`src/rtl/led_ramp_sequencer.sv`:
```
`default_nettype none
// ============================================================================
// Module      : led_ramp_sequencer
// Description : Table-driven brightness sequencer for the LED PWM datapath.
//               Steps through N_ENTRIES {target, hold} entries. For each
//               entry the brightness register ramps one LSB per prescaler
//               tick toward the target. It then dwells for hold+1 ticks and
//               advances. At the end of the table it either wraps (loop=1)
//               or returns to idle with a one-cycle done pulse.
// Ports       : sys_clk, sys_rst       - clock, synchronous active-high reset
//               cfg_we/addr/target/hold - table write port, usable any time
//               prescale               - tick period minus 1, captured at start
//               start, stop, loop      - sequence control (stop wins)
//               brightness             - registered level to PWM comparator
//               entry_idx              - table entry currently being played
//               busy                   - sequencer active (state != IDLE)
//               done                   - pulse on normal completion
// Revision    : 1.0 - initial release
// ============================================================================
module led_ramp_sequencer #(
    parameter int N_ENTRIES = 4,
    parameter int BW        = 8,
    parameter int DIV_W     = 18
) (
    input  logic                         sys_clk,
    input  logic                         sys_rst,
    input  logic                         cfg_we,
    input  logic [$clog2(N_ENTRIES)-1:0] cfg_addr,
    input  logic [BW-1:0]                cfg_target,
    input  logic [BW-1:0]                cfg_hold,
    input  logic [DIV_W-1:0]             prescale,
    input  logic                         start,
    input  logic                         stop,
    input  logic                         loop,
    output logic [BW-1:0]                brightness,
    output logic [$clog2(N_ENTRIES)-1:0] entry_idx,
    output logic                         busy,
    output logic                         done
);

    localparam int              c_AW   = $clog2(N_ENTRIES);
    localparam logic [c_AW-1:0] c_LAST = c_AW'(N_ENTRIES - 1);

    typedef enum logic [1:0] {
        ST_IDLE = 2'd0,
        ST_RAMP = 2'd1,
        ST_HOLD = 2'd2
    } state_t;

    state_t           r_state;
    state_t           w_state_nxt;

    logic [BW-1:0]    r_tgt  [N_ENTRIES];
    logic [BW-1:0]    r_hold [N_ENTRIES];

    logic [DIV_W-1:0] r_prescale;
    logic [DIV_W-1:0] w_prescale_nxt;
    logic [DIV_W-1:0] r_presc_cnt;
    logic [DIV_W-1:0] w_presc_cnt_nxt;
    logic [BW-1:0]    r_brightness;
    logic [BW-1:0]    w_brightness_nxt;
    logic [BW-1:0]    r_hold_cnt;
    logic [BW-1:0]    w_hold_cnt_nxt;
    logic [c_AW-1:0]  r_idx;
    logic [c_AW-1:0]  w_idx_nxt;
    logic             r_done;
    logic             w_done_nxt;

    logic             w_busy;
    logic             w_tick;
    logic [BW-1:0]    w_cur_tgt;
    logic [BW-1:0]    w_cur_hold;

    assign w_busy     = (r_state != ST_IDLE);
    assign w_tick     = w_busy && (r_presc_cnt == '0);
    // Reading the table live means a write to the active entry takes effect
    // on the first tick evaluated after the write edge.
    assign w_cur_tgt  = r_tgt[r_idx];
    assign w_cur_hold = r_hold[r_idx];

    // ------------------------------------------------------------------
    // Pattern table
    // ------------------------------------------------------------------
    always_ff @(posedge sys_clk) begin
        if (sys_rst) begin
            for (int i = 0; i < N_ENTRIES; i++) begin
                r_tgt[i]  <= '0;
                r_hold[i] <= '0;
            end
        end else if (cfg_we) begin
            r_tgt[cfg_addr]  <= cfg_target;
            r_hold[cfg_addr] <= cfg_hold;
        end
    end

    // ------------------------------------------------------------------
    // State and datapath registers
    // ------------------------------------------------------------------
    always_ff @(posedge sys_clk) begin
        if (sys_rst) begin
            r_state      <= ST_IDLE;
            r_prescale   <= '0;
            r_presc_cnt  <= '0;
            r_brightness <= '0;
            r_hold_cnt   <= '0;
            r_idx        <= '0;
            r_done       <= 1'b0;
        end else begin
            r_state      <= w_state_nxt;
            r_prescale   <= w_prescale_nxt;
            r_presc_cnt  <= w_presc_cnt_nxt;
            r_brightness <= w_brightness_nxt;
            r_hold_cnt   <= w_hold_cnt_nxt;
            r_idx        <= w_idx_nxt;
            r_done       <= w_done_nxt;
        end
    end

    // ------------------------------------------------------------------
    // Next-state and datapath logic
    // ------------------------------------------------------------------
    always_comb begin
        w_state_nxt      = r_state;
        w_prescale_nxt   = r_prescale;
        w_presc_cnt_nxt  = r_presc_cnt;
        w_brightness_nxt = r_brightness;
        w_hold_cnt_nxt   = r_hold_cnt;
        w_idx_nxt        = r_idx;
        w_done_nxt       = 1'b0;

        // Prescaler free-runs while busy; the FSM may override on start.
        if (w_busy) begin
            if (w_tick) begin
                w_presc_cnt_nxt = r_prescale;
            end else begin
                w_presc_cnt_nxt = r_presc_cnt - DIV_W'(1);
            end
        end

        case (r_state)
            ST_IDLE: begin
                // Brightness is left alone so a new run ramps from wherever
                // the previous run stopped.
                if (start && !stop) begin
                    w_state_nxt     = ST_RAMP;
                    w_idx_nxt       = '0;
                    w_prescale_nxt  = prescale;
                    w_presc_cnt_nxt = prescale;
                end
            end

            ST_RAMP: begin
                if (stop) begin
                    w_state_nxt = ST_IDLE;
                end else if (w_tick) begin
                    if (r_brightness < w_cur_tgt) begin
                        w_brightness_nxt = r_brightness + BW'(1);
                    end else if (r_brightness > w_cur_tgt) begin
                        w_brightness_nxt = r_brightness - BW'(1);
                    end else begin
                        // Equality is only detected on a tick, so arrival
                        // costs one extra tick before the dwell starts.
                        w_state_nxt    = ST_HOLD;
                        w_hold_cnt_nxt = w_cur_hold;
                    end
                end
            end

            ST_HOLD: begin
                if (stop) begin
                    w_state_nxt = ST_IDLE;
                end else if (w_tick) begin
                    if (r_hold_cnt != '0) begin
                        w_hold_cnt_nxt = r_hold_cnt - BW'(1);
                    end else if (r_idx != c_LAST) begin
                        w_idx_nxt   = r_idx + c_AW'(1);
                        w_state_nxt = ST_RAMP;
                    end else if (loop) begin
                        w_idx_nxt   = '0;
                        w_state_nxt = ST_RAMP;
                    end else begin
                        // Index stays on the last entry after completion.
                        w_state_nxt = ST_IDLE;
                        w_done_nxt  = 1'b1;
                    end
                end
            end

            default: begin
                w_state_nxt = ST_IDLE;
            end
        endcase
    end

    assign brightness = r_brightness;
    assign entry_idx  = r_idx;
    assign busy       = w_busy;
    assign done       = r_done;

endmodule
`default_nettype wire

```
`config.mk`:
```
export PLATFORM = sky130hd
export DESIGN_NAME = led_ramp_sequencer
export DESIGN_NICKNAME = d
export VERILOG_FILES = /design/src/rtl/led_ramp_sequencer.sv
export SDC_FILE = /design/constraint.sdc
export NUM_CORES = 1
export LEC_CHECK = 0
export CAP_MARGIN = 20
export CELL_PAD_IN_SITES_DETAIL_PLACEMENT = 0
export CELL_PAD_IN_SITES_GLOBAL_PLACEMENT = 1
export CORE_UTILIZATION = 50
export DETAILED_ROUTE_END_ITERATION = 10
export GPL_TIMING_DRIVEN = 0
export PLACE_DENSITY = 0.86
export SLEW_MARGIN = 15
export SYNTH_ARGS = -nofsm -noshare
export SYNTH_HDL_FRONTEND = slang
export SYNTH_SLANG_ARGS = --single-unit
export TNS_END_PERCENT = 20
```
`constraint.sdc`:
```
create_clock -name sys_clk -period 10.65 [get_ports sys_clk]
set_input_delay 2.6625 -clock sys_clk [delete_from_list [all_inputs] [get_ports sys_clk]]
set_output_delay 2.6625 -clock sys_clk [all_outputs]
set_load 0.005 [all_outputs]
```
# Word-level counts from Yosys, hierarchy flattened
# Memory sizes are Yosys's and may differ from the RTL's. A register that Yosys moved wholly into a read port is not among the register bits.
# Index checks and enable logic that the tools add are counted.
# word_totals
inputBits,42
memories,2
ramBits,64
word_cells,103
ff_bits,57
output_inout_bits,12
# op_classes
n_reduce_logical,18
bitwise_logic,3
order_cmp,2
muxes,48
n_eq_ne,18
n_addsub,5
# memory_table
name,words,word_bits,rd,rd_ports_with_merged_regs,wr,line,source
r_hold,4,8,1,1,4,54,logic [BW-1:0] r_hold [N_ENTRIES];
r_tgt,4,8,1,1,4,53,logic [BW-1:0] r_tgt [N_ENTRIES];
# ops
cell,n
$mux W8,11
$mux W18,4
$mux W2,20
$ne A2 B2 Y1 const B,10
$logic_not A18 Y1,1
$ne A3 B3 Y1 const B,6
$sub A18 B1 Y18 const B,1
$pmux W8 S2,1
$reduce_or A8 Y1,2
$sub A8 B1 Y8 const B,2
$reduce_and A6 Y1,2
$mux W1,10
$add A8 B1 Y8 const B,1
$gt A8 B8 Y1,1
$lt A8 B8 Y1,1
$reduce_and A8 Y1,1
$reduce_bool A2 Y1,4
$reduce_bool A8 Y1,1
$pmux W2 S3,1
$reduce_or A6 Y1,1
$pmux W2 S2,1
$reduce_and A4 Y1,1
$not A1 Y1,3
$add A2 B1 Y2 const B,1
6 further kinds,7

# Longest topological paths before layout
# Gate-level depths: netlist of the first run.
# depth
word_depth,8
mapped_depth,16
depth_no_buf,14

# Worst setup path before layout of the first run
# No wires, ideal clock.
# synth_path
path_type,input port to flip-flop
from,input port sys_rst
to,"memory r_hold[2][0], enable pin"
required_time_ns,10.316
setup_ns,0.334
slack_ns,6.516
arrival_time_ns,3.800
cell_stages,5
path_cell_list,clkbuf_1 clkinv_1 nand2_1 nor3b_1 or2_2
# synth_lines
item,line,source
"start, declared",26,"input logic sys_rst,"
"end, declared",54,

# Worst setup path in the final report of the first run
# layout_path
from,register r_state[1]
to,output port busy
# layout_via
elab_chain_cells,1
# layout_lines
item,line,source
"start, declared",50,state_t r_state;
"start signal, assigned",109,r_state <= w_state_nxt;
$reduce_bool A2 Y1,74,assign w_busy = (r_state != ST_IDLE);
"end, declared",37,"output logic busy,"
# No other way between the ends.

==> metrics.md, run 1 <==
| Metric | Value |
|---|---|
| Status | `finished clean` |
| Unrepaired setup endpoints after global routing | `no` |
| Root Buffer | `clkbuf_16` |
| # fillers | `1,031` |
| Post-layout util | `between 60% and 70%` |
| Final setup fails | `0` |
| Asr flop ratio synth | `0%` |
| Wire length per cell | `between 15 and 20 µm` |
| Avg Cell Area, Syn | `around 11 µm²` |
| Setup tns final | `0 ps` |
| Startpoint class of the critical path | `flop` |
| Post-Syn Nets | `653` |
| Final max-slew violation count | `0` |
| Main area contributors after synthesis | `edfxtp_1, dfxtp_1, and2_1` |
| Die W | `between 100 and 150 µm` |
| Synthesized instance count | `a little under 600` |
| Multi-input combinational cell area | `2950 µm²` |
| Commonest non-fill, non-tap cells in the layout | `nand2_1, and2_1, edfxtp_1, dfxtp_1, clkdlybuf4s50_1` |
| Num ports | `54` |
| Clock slew at reported path FFs | `about 60 ps` |
| Final Skew | `around 10 ps` |
| Post-synth cell types | `between 60 and 70` |
| Min Clock Period, post-route | `slightly above 5000 ps` |
| Fmax | `~200 MHz` |
| First-pass DRT Iterations | `4` |
| Leading area contributor after synthesis | `edfxtp_1` |
| Cts bufs inserted | `17` |
| Fin. Hold Viols | `0` |
| Crit-path max FO | `10` |
| Count of input and output buffers | `52` |
| Critical Path Sink Type | `output pin` |
| Htree depth | `4` |
| Pwr/cell area | `approximately 170 nW/µm²` |
| Slew @ Worst Pin | `slightly above 900 ps` |
| Setup bufs post-CTS | `0` |
| MaxCap Viol Count | `0` |
| Die Y-Extent | `114 µm` |
| Total gr overflow | `0` |
| Synth warnings | `0` |
| #FFs+latches synth | `123` |
| Initial Utilization | `approximately half` |
| Period Utilization, post-route | `roughly 47%` |
| Core box area | `~12,000 µm²` |
| Clock Path Buffers | `2` |
| Seq. cell area | `roughly 3100 µm²` |
| CP required | `approximately 8000 ps` |
| First-pass GRT wire length | `roughly 23,000 µm` |
| Iter 0 DRT Violations | `roughly 280` |
| Vias in the first global route | `roughly 4,700` |
| Post-synth top area share | `just over 30%` |
| Primary FF master, synth | `edfxtp_1` |
| HP Class | `reg -> reg` |
| CTS resizes | `0` |
| Total Wirelength | `14,500 µm` |
| GPL Wtd Cong | `between 0.8 and 0.9` |
| DIE AREA | `around 13,000 µm²` |
| EDFF count, synth | `64` |
| CTS Hold Bufs | `0` |
| DP HPWL | `just under 10,000 µm` |
| Cell row count | `40` |
| Via count | `4,741` |
| Skew-Pair Late Insertion Delay | `420 ps` |
| Total Nets Final | `between 700 and 800` |
| Vias/cell | `~5.6` |
| P_leak | `between 0.002 and 0.003 µW` |
| Clock Sink Count | `123` |
| IR drop worst, VDD | `0.109 mV` |
| Sequential area share after synthesis | `between 40% and 50%` |
| Initial antenna violation count | `0` |
| Drc violations | `0` |
| Critical path class | `reg -> out` |
| Post-route ant nets | `0` |
| Area grow syn2layout | `20.9%` |
| CP Data Arrival Time | `between 2000 and 2500 ps` |
| Largest net degree at the start of global routing | `17` |
| GRT Util Overall | `24.0%` |
| Max_slew headroom | `38.4%` |
| CTS tree | `done` |
| # diodes | `0` |
| Post-Syn Area | `around 6200 µm²` |
| Share of layout cells above drive strength 1 | `between 9 and 10%` |
## report_power, final
part	switching [µW]	internal (µW)	total [µW]
clock	203	361	564
sequential	14.6	528	542
combinational	80.3	60.3	141
## per-layer routing
metal | share of wire, % | track usage [%] | up-vias
met3 | 3.9 | 5.15 | 22
met2 | 51 | 42.2 | 96
met5 | 0 | 0 | -
met1 | 44 | 28.7 | 2303
li1 | - | - | 2320
met4 | 1.9 | 9.65 | 0
## through the flow
stage	cell area (µm²)	hold slack [ps]	total power, µW	setup slack, ps	std cells
2_1_floorplan	6240	433	640	6520	593
3_3_place_gp	6970	440	686	5420	813
3_5_place_dp	6970	452	691	5430	813
4_1_cts	7540	459	1250	5640	845
5_1_grt	7540	468	1290	5400	845
6_report	7540	457	1250	5600	845
## state kept, by name, indices dropped and copies added (netlist names), named ones only
name,count
r_hold,32
r_tgt,32
r_presc_cnt,18
r_prescale,18
brightness,8
r_hold_cnt,8
entry_idx,2
r_state,2
done,1
## Yosys cell counts (all sizes together), types with 2 or more instances
library cell	count
a31oi	5
o32ai	2
o31ai	2
a21oi	45
nor3	21
o21a	2
xor2	6
clkbuf	28
a211oi	9
o311ai	2
nor4	4
mux4	16
o41ai	3
a2111oi	2
ha	17
or4	3
o21ai	15
o211ai	9
inv	16
mux2	9
nor2	34
nand4	5
or2	7
xnor2	7
nand2b	6
buf	3
mux2i	14
nand3	9
nor3b	3
and3	2
nand2	64
a311oi	2
a21o	2
and4	2
nor2b	6
edfxtp	64
o221ai	2
dfxtp	59
and2	64
or3	10
## cell type report
class | count | share of cell area, %
timing repair buffer | 52 | 6.90
sequential | 123 | 41.1
clock buffer | 24 | 6.38
clock inverter | 8 | 1.24
inverter | 17 | 0.846
buffer | 31 | 1.59
tap | 168 | 2.79
multi-input combinational | 422 | 39.1
## path summary, 6_finish.rpt
kind                            cells past startpoint                        from  slack [ps]                         end
worst max-delay path                                4     r_state[1]$_SDFFE_PP0P_        5600                        busy
worst min register to register                      2  r_prescale[0]$_SDFFE_PP0P_         460  r_prescale[0]$_SDFFE_PP0P_
worst max register to register                     16                        flop        5920  brightness[7]$_SDFFE_PP0P_
worst min-delay path                                2  r_prescale[0]$_SDFFE_PP0P_         460  r_prescale[0]$_SDFFE_PP0P_
## critical path, stage by stage (launching register included)
cell	delay (ps)
dfxtp_1	370
nor2_1	540
inv_1	180
clkbuf_1	330
clkdlybuf4s50_1	540
## logic make-up after synthesis
| family | after synthesis | share of synthesized area, % |
|---|---|---|
| flip-flops | 123 | 49.7 |
| AO/OA/AOI/OAI | 109 | 11.2 |
| multiplexers | 39 | 9.65 |
| buffers and inverters | 48 | 2.95 |
| AND/OR/NAND/NOR | 243 | 20.9 |
| XOR/XNOR | 13 | 1.83 |
| adder cells (fa/ha/maj) | 18 | 3.73 |
Power figures use the tool's default switching activity.
==> run 2, diff against run 1 <==
- CORE_UTILIZATION: 50 -> 46
- PLACE_DENSITY: 0.86 -> 0.8
- clock period: 10.65 -> 4.69 ns (I/O delays scaled with it)
==> metrics.md, run 2 (same netlist as run 1, synthesis figures left out) <==
| Metric | Value |
|---|---|
| Area grow syn2layout | `21.7% (was 20.9%)` |
| Clock Sink Count | `123 (unchanged)` |
| # fillers | `1,175 (was 1,031)` |
| IR drop worst, VDD | `0.251 mV (was 0.109 mV)` |
| Slew @ Worst Pin | `1060 ps (was 922 ps)` |
| Cell row count | `42 (was 40)` |
| Critical Path Sink Type | `flop (was output pin)` |
| GPL Wtd Cong | `0.839 (was 0.819)` |
| GRT Util Overall | `22.7% (was 24.0%)` |
| Num ports | `54 (unchanged)` |
| Largest net degree at the start of global routing | `17 (unchanged)` |
| Total Wirelength | `14,900 µm (was 14,500 µm)` |
| Design area | `7590 µm² (was 7540 µm²)` |
| Largest regs | `r_hold: 32 flops, r_tgt: 32 flops (unchanged)` |
| Max_slew headroom | `28.5% (was 38.4%)` |
| Clock slew at reported path FFs | `60 ps (about the same)` |
| Fmax | `about 240 MHz` |
| Cts bufs inserted | `17 (unchanged)` |
| Fin. Hold Viols | `0 (unchanged)` |
| Post-layout util | `57.3% (was 62.3%)` |
| Period Utilization, post-route | `88.8%` |
| Post-route ant nets | `0 (unchanged)` |
| DIE AREA | `14,000 µm² (was 12,900 µm²)` |
| Die Y-Extent | `118 µm (was 114 µm)` |
| CTS tree | `done (unchanged)` |
| Total gr overflow | `0 (unchanged)` |
| Clock Path Buffers | `2 (unchanged)` |
| Pwr/cell area | `383 nW/µm² (was 165 nW/µm²)` |
| Via count | `4,748 (was 4,741)` |
| HP Class | `reg -> reg (unchanged)` |
| First-pass GRT wire length | `24,300 µm (was 23,300 µm)` |
| Vias in the first global route | `4,766 (was 4,664)` |
| Critical path class | `reg -> reg (was reg -> out)` |
| Status | `finished clean (unchanged)` |
| Final max-slew violation count | `0 (unchanged)` |
| Final setup fails | `0 (unchanged)` |
| Iter 0 DRT Violations | `269 (was 276)` |
| First-pass DRT Iterations | `4 (unchanged)` |
| P_leak | `0.00279 µW (was 0.00276 µW)` |
| DP HPWL | `10,100 µm (was 9880 µm)` |
| Cell Area, Placed | `6980 µm² (was 6970 µm²)` |
| Total Nets Final | `722 (was 724)` |
| CP Data Arrival Time | `4460 ps (was 2380 ps)` |
| Final Skew | `8.20 ps (was 10.1 ps)` |
| Htree depth | `4 (unchanged)` |
| CP required | `4990 ps (was 7990 ps)` |
| Startpoint class of the critical path | `flop (unchanged)` |
| Worst hold path startpoint | `r_prescale[17]$_SDFFE_PP0P_ (was r_prescale[0]$_SDFFE_PP0P_)` |
| Wire length per cell | `17.5 µm (was 17.1 µm)` |
| Setup bufs post-CTS | `0 (unchanged)` |
| Initial antenna violation count | `0 (unchanged)` |
| MaxCap Viol Count | `0 (unchanged)` |
| # diodes | `0 (unchanged)` |
| Vias/cell | `5.58 (was 5.61)` |
| Share of layout cells above drive strength 1 | `10.5% (was 9.75%)` |
| Unrepaired setup endpoints after global routing | `no (unchanged)` |
| Root Buffer | `clkbuf_16 (unchanged)` |
| Drc violations | `0 (unchanged)` |
| Die W | `118 µm (was 114 µm)` |
| Core box area | `13,200 µm² (was 12,100 µm²)` |
| Skew-Pair Late Insertion Delay | `420 ps (about the same)` |
| Min Clock Period, post-route | `about 4200 ps` |
| Count of input and output buffers | `52 (unchanged)` |
| Commonest non-fill, non-tap cells in the layout | `nand2_1, and2_1, edfxtp_1, dfxtp_1, clkdlybuf4s50_1 (unchanged)` |
| Crit-path max FO | `10 (unchanged)` |
| Total power | `2910 µW (was 1250 µW)` |
| Initial Utilization | `47.1% (was 51.5%)` |
==> run 2: layout make-up <==
type	count	area [µm²]	area share [%]
clock buffers	19	433	5.70
well taps	176	220	2.90
repair buffers	52	520	6.85
plain buffers	29	116	1.53
multi-input cells	422	2960	39.0
clock inverters	13	176	2.32
inverters	17	63.8	0.840
flip-flops and latches	123	3100	40.9
==> run 2: critical path: stages, from the launching register on <==
cell and delay [ps]:
dfxtp_2 470, clkbuf_4 340, mux4_2 540, inv_1 70, ha_1 230, nor2b_1 130, o211ai_1 240, a21boi_0 180
nand2b_1 320, ha_1 330, a21oi_1 190, o211ai_1 160, o41ai_2 270, nor3_1 90, o21ai_1 150, mux2_1 340
==> run 2: where the power goes <==
group	internal, µW	leakage [µW]	switching [µW]
clock network	883	0.000294	472
registers	1200	0.00110	32.4
logic	137	0.00139	183
total	2220	0.00279	688
==> run 2: per-layer routing <==
layer	global-route usage, %	share of wire, %	up-vias	routed length, µm
met3	5.02	4.1	28	608
met4	10.0	2.0	0	303
met5	0	0	-	0
met2	38.9	50	131	7400
met1	27.4	44	2285	6540
li1	-	-	2304	-
==> run 2: final timing paths <==
| kind | endpoint | slack [ps] | cells past startpoint |
|---|---|---|---|
| max | brightness[7]$_SDFFE_PP0P_ | 520 | 15 |
| min | r_prescale[17]$_SDFFE_PP0P_ | 450 | 2 |
| max reg2reg | brightness[7]$_SDFFE_PP0P_ | 520 | 15 |
| min reg2reg | r_prescale[17]$_SDFFE_PP0P_ | 450 | 2 |
==> run 2: timing repair <==
action                     CTS  global route
hold buffers                 0             0
setup endpoints to repair    1             2
gates cloned                 0             0
resized for setup            0             5
hold endpoints to repair     0             0
==> run 2: through the flow <==
stage	instances	setup WS (ps)	hold slack [ps]	setup TNS [ps]
global placement	821	-49.5	441	-49.5
detailed placement	821	-27.8	444	-27.8
CTS	852	92.2	452	0
finish	851	523	454	0
floorplan	593	571	433	0
global route	851	90.7	468	0
